[config.mk]
export PLATFORM = sky130hd
export DESIGN_NAME = if_stage
export DESIGN_NICKNAME = d
export VERILOG_FILES = /design/src/rtl/mips_pkg.sv /design/src/rtl/if_id_reg.sv /design/src/rtl/if_stage.sv
export SDC_FILE = /design/constraint.sdc
export NUM_CORES = 1
export LEC_CHECK = 0
export BUFFER_PORTS_ARGS = -buffer_cell sky130_fd_sc_hd__buf_4
export CAP_MARGIN = 40
export CORE_UTILIZATION = 45
export DETAILED_ROUTE_END_ITERATION = 8
export GPL_ROUTABILITY_DRIVEN = 0
export GPL_TIMING_DRIVEN = 0
export PLACE_DENSITY_LB_ADDON = 0.3
export SYNTH_ARGS = -nofsm -noshare
export SYNTH_HDL_FRONTEND = slang
export SYNTH_HIERARCHICAL = 1
export SYNTH_SLANG_ARGS = --single-unit
[constraint.sdc]
create_clock -name clk -period 1.8 [get_ports clk]
set_input_delay 0.27 -clock clk [delete_from_list [all_inputs] [get_ports clk]]
set_output_delay 0.27 -clock clk [all_outputs]
set_load 0.01 [all_outputs]
[src/rtl/mips_pkg.sv]
// Shared definitions for the MIPS pipeline: word geometry, bubble encoding
// and the IF/ID pipeline-register payload used by fetch and decode.
package mips_pkg;

  localparam int unsigned WORD_W  = 32;
  localparam logic [WORD_W-1:0] NOP_WORD  = 32'h0000_0000;
  localparam logic [WORD_W-1:0] PC_INCR   = 32'd4;
  localparam logic [WORD_W-1:0] WORD_MASK = 32'hFFFF_FFFC;

  typedef struct packed {
    logic [WORD_W-1:0] instr;
    logic [WORD_W-1:0] pc_plus4;
    logic              valid;
  } if_id_t;

  // Empty pipeline slot carrying the chosen NOP encoding.
  function automatic if_id_t make_bubble(input logic [WORD_W-1:0] nop);
    if_id_t b;
    b.instr    = nop;
    b.pc_plus4 = '0;
    b.valid    = 1'b0;
    return b;
  endfunction

endpackage

[src/rtl/if_id_reg.sv]
// Pipeline register with hold and flush; flush beats hold, and reset or flush
// both leave a bubble in the slot.
module if_id_reg
  import mips_pkg::*;
#(
  parameter logic [WORD_W-1:0] NOP_INSTR = NOP_WORD
) (
  input  logic   clk,
  input  logic   reset,
  input  logic   hold,
  input  logic   flush,
  input  if_id_t d,
  output if_id_t q
);

  localparam if_id_t BUBBLE = make_bubble(NOP_INSTR);

  if_id_t slot_d, slot_q;

  // NOTE: every signal driven in always_comb gets a default first so no path
  // leaves it unassigned and a latch is never inferred.
  always_comb begin
    slot_d = slot_q;
    if (flush) begin
      slot_d = BUBBLE;
    end else if (!hold) begin
      slot_d = d;
    end
  end

  // NOTE: sequential state uses non-blocking assignments so every flop samples
  // the pre-edge values regardless of process ordering.
  always_ff @(posedge clk or posedge reset) begin
    if (reset) begin
      slot_q <= BUBBLE;
    end else begin
      slot_q <= slot_d;
    end
  end

  assign q = slot_q;

endmodule

[src/rtl/if_stage.sv]
// Instruction-fetch stage: owns the PC, addresses the combinational
// instruction memory and fills the IF/ID register for decode.
module if_stage
  import mips_pkg::*;
#(
  parameter logic [WORD_W-1:0] RESET_PC   = 32'h0000_0000,
  parameter int unsigned       IMEM_DEPTH = 32,
  parameter logic [WORD_W-1:0] NOP_INSTR  = NOP_WORD
) (
  input  logic              clk,
  input  logic              reset,
  input  logic              stall,
  input  logic              redirect,
  input  logic [WORD_W-1:0] redirect_pc,
  output logic [WORD_W-1:0] imem_addr,
  input  logic [WORD_W-1:0] imem_instr,
  output logic [WORD_W-1:0] if_id_instr,
  output logic [WORD_W-1:0] if_id_pc_plus4,
  output logic              if_id_valid,
  output logic              fetch_fault
);

  localparam logic [WORD_W-1:0] IMEM_WORDS = WORD_W'(IMEM_DEPTH);

  logic [WORD_W-1:0] pc_d, pc_q;
  logic              fault_d, fault_q;
  logic [WORD_W-1:0] pc_plus4;
  logic              in_range;
  logic              ifid_hold, ifid_flush;
  if_id_t            ifid_d, ifid_q;

  assign pc_plus4 = pc_q + PC_INCR;
  assign in_range = {2'b00, pc_q[WORD_W-1:2]} < IMEM_WORDS;

  // Priority redirect > stall > fetch; an out-of-range fetch parks the PC so
  // the stage idles on bubbles until a redirect brings it back in range.
  always_comb begin
    pc_d       = pc_q;
    fault_d    = fault_q;
    ifid_hold  = 1'b0;
    ifid_flush = 1'b0;
    if (redirect) begin
      pc_d       = redirect_pc & WORD_MASK;
      ifid_flush = 1'b1;
    end else if (stall) begin
      ifid_hold  = 1'b1;
    end else if (in_range) begin
      pc_d       = pc_plus4;
    end else begin
      ifid_flush = 1'b1;
      fault_d    = 1'b1;
    end
  end

  always_ff @(posedge clk or posedge reset) begin
    if (reset) begin
      pc_q    <= RESET_PC;
      fault_q <= 1'b0;
    end else begin
      pc_q    <= pc_d;
      fault_q <= fault_d;
    end
  end

  assign ifid_d.instr    = imem_instr;
  assign ifid_d.pc_plus4 = pc_plus4;
  assign ifid_d.valid    = 1'b1;

  if_id_reg #(
    .NOP_INSTR (NOP_INSTR)
  ) u_if_id_reg (
    .clk   (clk),
    .reset (reset),
    .hold  (ifid_hold),
    .flush (ifid_flush),
    .d     (ifid_d),
    .q     (ifid_q)
  );

  assign imem_addr      = pc_q;
  assign if_id_instr    = ifid_q.instr;
  assign if_id_pc_plus4 = ifid_q.pc_plus4;
  assign if_id_valid    = ifid_q.valid;
  assign fetch_fault    = fault_q;

endmodule

==> results.txt, run 1 <==
Outcome: finished with violations
Failing checks: negative setup slack
Worst slew margin: 47.9%
Final setup skew: 0.0129 ns
Root buf cell: clkbuf_8
Arrival time of the worst setup path: 2.17 ns
Largest net degree at the start of global routing: 35
Global routing's busiest layer: met2
CTS tree: yes
Top post-synthesis cells by area: dfrtp_1, mux2i_1, nor2_1
Post-route cell area: 7080 µm²
Starting DRT DRC Count: 144
Fin crit period: 1.93 ns
HPWL Detailed: 8690 µm
First-pass GRT wire length: 18,700 µm
Skew-Pair Late Insertion Delay: 0.36 ns
Yosys top cell by area: dfrtp_1
Initial antenna violation count: 0
Fraction of layout cells with a size suffix above 1: 54.1%
GRT met2 Usage: 39.8%
Die Height: 103 µm
Final Net Count: 698
Die width: 103 µm
Area after DPL: 6080 µm²
Global Route Usage Sum: 23.4%
Filler cells: 697
Antenna diode count: 0
H-Tree Level Count: 3
Drt pass-1 iters: 4
Pre-CTS setup slack: -0.457 ns
Final worst slack: -0.130 ns
Die area: 10,700 µm²
Total grt overflow: 0
Cells after synthesis: 407
VDD IR-drop max: 0.000444 V
Vias in the first global route: 3,772
Final wirelength: 13,100 µm
# port buffers: 161
Via count: 4,001
FP Rows: 36
RSZ-0062 raised after global routing: true
Synth Area per Inst: 11.4 µm²
Max Root-Sink Buffers: 2
Period utilisation layout: 107%
CTS buffer count: 9
Commonest non-fill, non-tap cell in the layout: buf_4
CTS Sinks: 96
CORE AREA: 9860 µm²
Mapped Area: 4630 µm²
Critical Path Fanout Max: 6
Max Cap Viol: 0
Number of synthesis warnings: 6
Final ANT Viol Nets: 0
Synthesized flop and latch total: 96
DRC Markers: 0
Hold-fix buffers at CTS: 0
Seq/Total Area, Yosys: 51.9%
Io pins: 166
Crit. End Element: flip-flop
Drt wl/cell: 17.1 µm
Leakage: 3.30 nW
Layout area overhead: 52.8%
Worst-margin pin slew: 0.781 ns
GR Util met1: 29.4%
Final setup viols: 13
CP required: 2.04 ns
Share of the synthesized area in the top cell type: 51.9%
Max Clock Freq: 518 MHz
Hold crit path type: input pin to async pin
Initial Util: 47.0%
Vias per cell: 5.22
CP Launch Type: flip-flop
Commonest cells after routing, fill and taps aside: buf_4, dfrtp_1, mux2i_1
Final core occ: 71.8%
Crit Path Class: flip-flop to flip-flop
PD cells: 702 nW/µm²
Final Hold Viols: 0
Worst-path clk slew: 0.10 ns
Met3 usage: 5.71%
Synth unique cells: 38
Slew Limit Fails: 0
area by class of cell:
class / count / area [µm²] / share of cell area (%)
repair buffers: 208 / 1660 / 23.4
plain buffers: 21 / 248 / 3.50
clock buffers: 10 / 128 / 1.80
well taps: 133 / 166 / 2.35
inverters: 10 / 41.3 / 0.583
clock inverters: 6 / 43.8 / 0.619
multi-input cells: 283 / 2360 / 33.4
flip-flops and latches: 96 / 2430 / 34.3
timing repair:
item	CTS	global route
setup buffers	27	17
pin swaps	13	33
gates cloned	1	3
setup endpoints to repair	68	68
resized for setup	42	90
flip-flops by register name (all words and copies together), names as in the netlist:
register and count:
fetch_fault 1, imem_addr 30, u_if_id_reg/q 65
through the flow:
step	instances	setup TNS (ns)	power, W	hold WS [ns]
floorplan	410	-0.000543	0.00297	0.367
global placement	704	-21.26	0.00340	0.456
detailed placement	706	-24.00	0.00344	0.442
CTS	750	-0.0344	0.00482	0.0432
global route	767	-2.56	0.00519	0.0889
finish	767	-0.535	0.00497	0.0405
worst max-delay path: stages (launching register included):
cell	delay [ns]
dfrtp_2	0.41
buf_4	0.12
buf_6	0.10
nand4_4	0.17
nor4_4	0.25
buf_4	0.20
nand4_1	0.10
xnor2_1	0.17
mux2i_1	0.24
nor2_4	0.04
power by group:
part           switching (W)  leakage, nW  internal [W]
registers           0.000175         1.22       0.00229
logic               0.000564         1.99      0.000645
clock network       0.000781       0.0870      0.000511
path summary, 6_finish.rpt:
kind | from | endpoint | slack (ns) | cells after the start
worst max-delay path | imem_addr[13] | u_if_id_reg/q[29] | -0.13 | 9
worst min-delay path | reset | u_if_id_reg/q[36] | 0.04 | 2
worst max register to register | imem_addr[13] | u_if_id_reg/q[29] | -0.13 | 9
worst min register to register | fetch_fault | fetch_fault | 0.50 | 2
max in group asynchronous | reset | u_if_id_reg/q[22] | 1.15 | 3
min in group clk | redirect_pc[26] | imem_addr[26] | 0.12 | 3
kinds of logic after synthesis:
| kind of cell | after synthesis | synth area share [%] |
|---|---|---|
| other | 2 | 0.162 |
| buffers and inverters | 31 | 4.73 |
| AND/OR/NAND/NOR | 147 | 16.4 |
| flip-flops | 96 | 51.9 |
| adder cells (fa/ha/maj) | 1 | 0.270 |
| AO/OA/AOI/OAI | 16 | 2.16 |
| multiplexers | 86 | 19.2 |
| XOR/XNOR | 28 | 5.29 |
Yosys cell counts, drive strengths merged:
cell type / n
inv: 10
a2bb2oi: 1
and4: 4
or4: 3
ha: 1
xor2: 7
dfrtp: 96
xnor2: 21
mux2: 21
nor4b: 1
nor2b: 1
clkbuf: 4
buf: 17
o31ai: 4
nor4: 7
nand3: 17
mux2i: 65
and2: 1
nand4: 10
nand4b: 1
a31oi: 5
nor3: 6
nand2b: 1
conb: 2
nor2: 80
nand2: 13
o21ai: 6
and3: 2
layer usage:
layer | share of wire, % | up-vias
met2 | 51 | 160
li1 | - | 1853
met1 | 40 | 1970
met4 | 1.4 | 0
met3 | 7.5 | 18
met5 | 0 | -
Note: power is estimated with default switching activity, not from simulation.
==> run 2: changes to the inputs <==
Settings changed: CORE_UTILIZATION 45 to 47.
Clock period 1.8 ns to 1.9 ns, I/O delays scaled along.
==> run 2 against run 1 <==
Against the previous run: the flow still finishes with violations (negative setup slack); power shrank 7.0%; sequential power fell by 5%; worst setup slack better by 0.13 ns; critical path depth down 3; die area decreased by 4.2%; utilization fell by 0.60 points; clock power hardly changed; global-route usage increased by 0.51 points; via count down 3.2%; first-iteration DRC count is 6.3% lower; hold slack worse by 0.019 ns; cell count shrank 3.0%; critical path type unchanged.
==> results.txt, run 2 (synthesized netlist as in run 1, its figures left out) <==
Worst-margin pin slew: 0.853 ns (+0.0720 ns)
CP required: 2.17 ns (+0.13 ns)
Final wirelength: 12,100 µm (-8.0%)
Total grt overflow: 0 (unchanged)
CTS buffer count: 9 (unchanged)
Failing checks: negative setup slack
Root buf cell: clkbuf_8
H-Tree Level Count: 3 (unchanged)
Fin crit period: 1.90 ns (-0.0269 ns)
VDD IR-drop max: 0.000439 V (-1.3%)
DRC Markers: 0 (unchanged)
Drt pass-1 iters: 4 (unchanged)
Hold crit path type: input pin to async pin
First-pass GRT wire length: 18,800 µm (+0.48%)
Final setup viols: 1 (-12)
Critical Path Fanout Max: 8 (+2)
CTS Sinks: 96 (unchanged)
Via count: 3,871 (-3.2%)
PD cells: 694 nW/µm² (-1.2%)
Die Height: 101 µm (-2.1%)
Design Power: 0.00463 W (-7.0%)
Worst slew margin: 43.1% (-4.8 points)
Leakage: 3.17 nW (-3.9%)
Fraction of layout cells with a size suffix above 1: 46.8% (-7.3 points)
CTS tree: yes
Arrival time of the worst setup path: 2.17 ns (about the same)
Commonest non-fill, non-tap cell in the layout: buf_4
Slew Limit Fails: 0 (unchanged)
Largest net degree at the start of global routing: 38 (+8.6%)
Max Root-Sink Buffers: 2 (unchanged)
Final setup skew: 0.0182 ns (+0.00524 ns)
Period utilisation layout: 100% (-7.1 points)
Max Clock Freq: 526 MHz (+1.4%)
Final ANT Viol Nets: 0 (unchanged)
Vias per cell: 5.20 (-0.26%)
Outcome: finished with violations
Max Cap Viol: 0 (unchanged)
CP Launch Point: imem_addr[17]
Area after DPL: 6050 µm² (-0.43%)
Final core occ: 71.2% (-0.60 points)
Worst-path clk slew: 0.10 ns (about the same)
FP Rows: 35 (-2.8%)
Drt wl/cell: 16.2 µm (-5.2%)
Hold-fix buffers at CTS: 0 (unchanged)
Final worst slack: -0.00292 ns (+0.127 ns)
Skew-Pair Late Insertion Delay: 0.36 ns (about the same)
CORE AREA: 9370 µm² (-5.0%)
Crit. End Element: flip-flop
Final Net Count: 679 (-2.7%)
Die area: 10,300 µm² (-4.2%)
Max FFs per register: 65 (unchanged)
Post-route cell area: 6670 µm² (-5.8%)
Initial Util: 49.4% (+2.5 points)
Setup TNS: -0.00292 ns (+0.532 ns)
Io pins: 166 (unchanged)
Starting DRT DRC Count: 135 (-6.3%)
Filler cells: 720 (+3.3%)
Layout area overhead: 44.0%
# port buffers: 161 (unchanged)
Global Route Usage Sum: 23.9% (+0.51 points)
Commonest cells after routing, fill and taps aside: buf_4, dfrtp_1, nor2_1
Initial antenna violation count: 0 (unchanged)
HPWL Detailed: 8630 µm (-0.71%)
Worst reg2reg path startpoint: imem_addr[17]
Final Hold Viols: 0 (unchanged)
Vias in the first global route: 3,822 (+1.3%)
RSZ-0062 raised after global routing: true
Pre-CTS setup slack: -0.297 ns (+0.160 ns)
Antenna diode count: 0 (unchanged)
CP Launch Type: flip-flop
Crit Path Class: flip-flop to flip-flop
Die width: 101 µm (-2.1%)
## run 2: changes by cell type in the layout (fill, tap and decap cells not counted), moves of 2 or more
cell       delta
nor2_1       +19
nor2_4       -15
buf_4        -13
dfrtp_1      +10
dfrtp_2      -10
nor2_2        -4
buf_8         -3
clkbuf_16     -3
clkbuf_8      +2
nand3_1       +2
nor3_1        +2
## run 2: path summary, 6_finish.rpt
| kind | endpoint | slack [ns] | cells past startpoint |
|---|---|---|---|
| max in group asynchronous | imem_addr[19] | 1.19 | 3 |
| hold / removal | u_if_id_reg/q[49] | 0.02 | 2 |
| min in group clk | imem_addr[30] | 0.14 | 3 |
| setup reg to reg | imem_addr[5] | -0.003 | 6 |
| hold reg to reg | fetch_fault | 0.50 | 2 |
| setup / recovery | imem_addr[5] | -0.003 | 6 |
## run 2: timing repair
item | in CTS | in global routing
setup endpoints to repair | 62 | 63
pin swaps | 3 | 19
setup buffers | 8 | 18
cloned | 0 | 0
resized for setup | 24 | 51
## run 2: routing by layer
layer	share of wire [%]	GRT usage, %
met3	5.2	4.07
met4	1.8	8.36
met1	42	30.2
met2	51	41.4
met5	0	0
## run 2: cell type report
| cell class | count | area [µm²] | area share [%] |
|---|---|---|---|
| flip-flops and latches | 96 | 2420 | 36.2 |
| multi-input cells | 283 | 2170 | 32.6 |
| repair buffers | 189 | 1470 | 22.0 |
| plain buffers | 21 | 221 | 3.32 |
| well taps | 129 | 161 | 2.42 |
| clock buffers | 11 | 151 | 2.27 |
| inverters | 10 | 41.3 | 0.619 |
| clock inverters | 5 | 38.8 | 0.582 |
## run 2: worst max-delay path, stage by stage (launching register included)
cell and delay (ns):
dfrtp_1 0.41, buf_6 0.14, nor4_4 0.33, buf_4 0.17
nand3_4 0.10, or4_1 0.48, a31oi_1 0.18
## run 2: per-stage QoR
stage / instances / hold slack (ns)
finish: 744 / 0.0219
global route: 744 / 0.0705
CTS: 726 / 0.0224
detailed placement: 702 / 0.423
global placement: 700 / 0.456
floorplan: 410 / 0.382
## run 2: power by group
| group | internal [W] | total (W) | switching, W |
|---|---|---|---|
| Sequential | 0.00217 | 0.00234 | 0.000171 |
| Combinational | 0.000548 | 0.00101 | 0.000458 |
| Clock | 0.000556 | 0.00128 | 0.000724 |
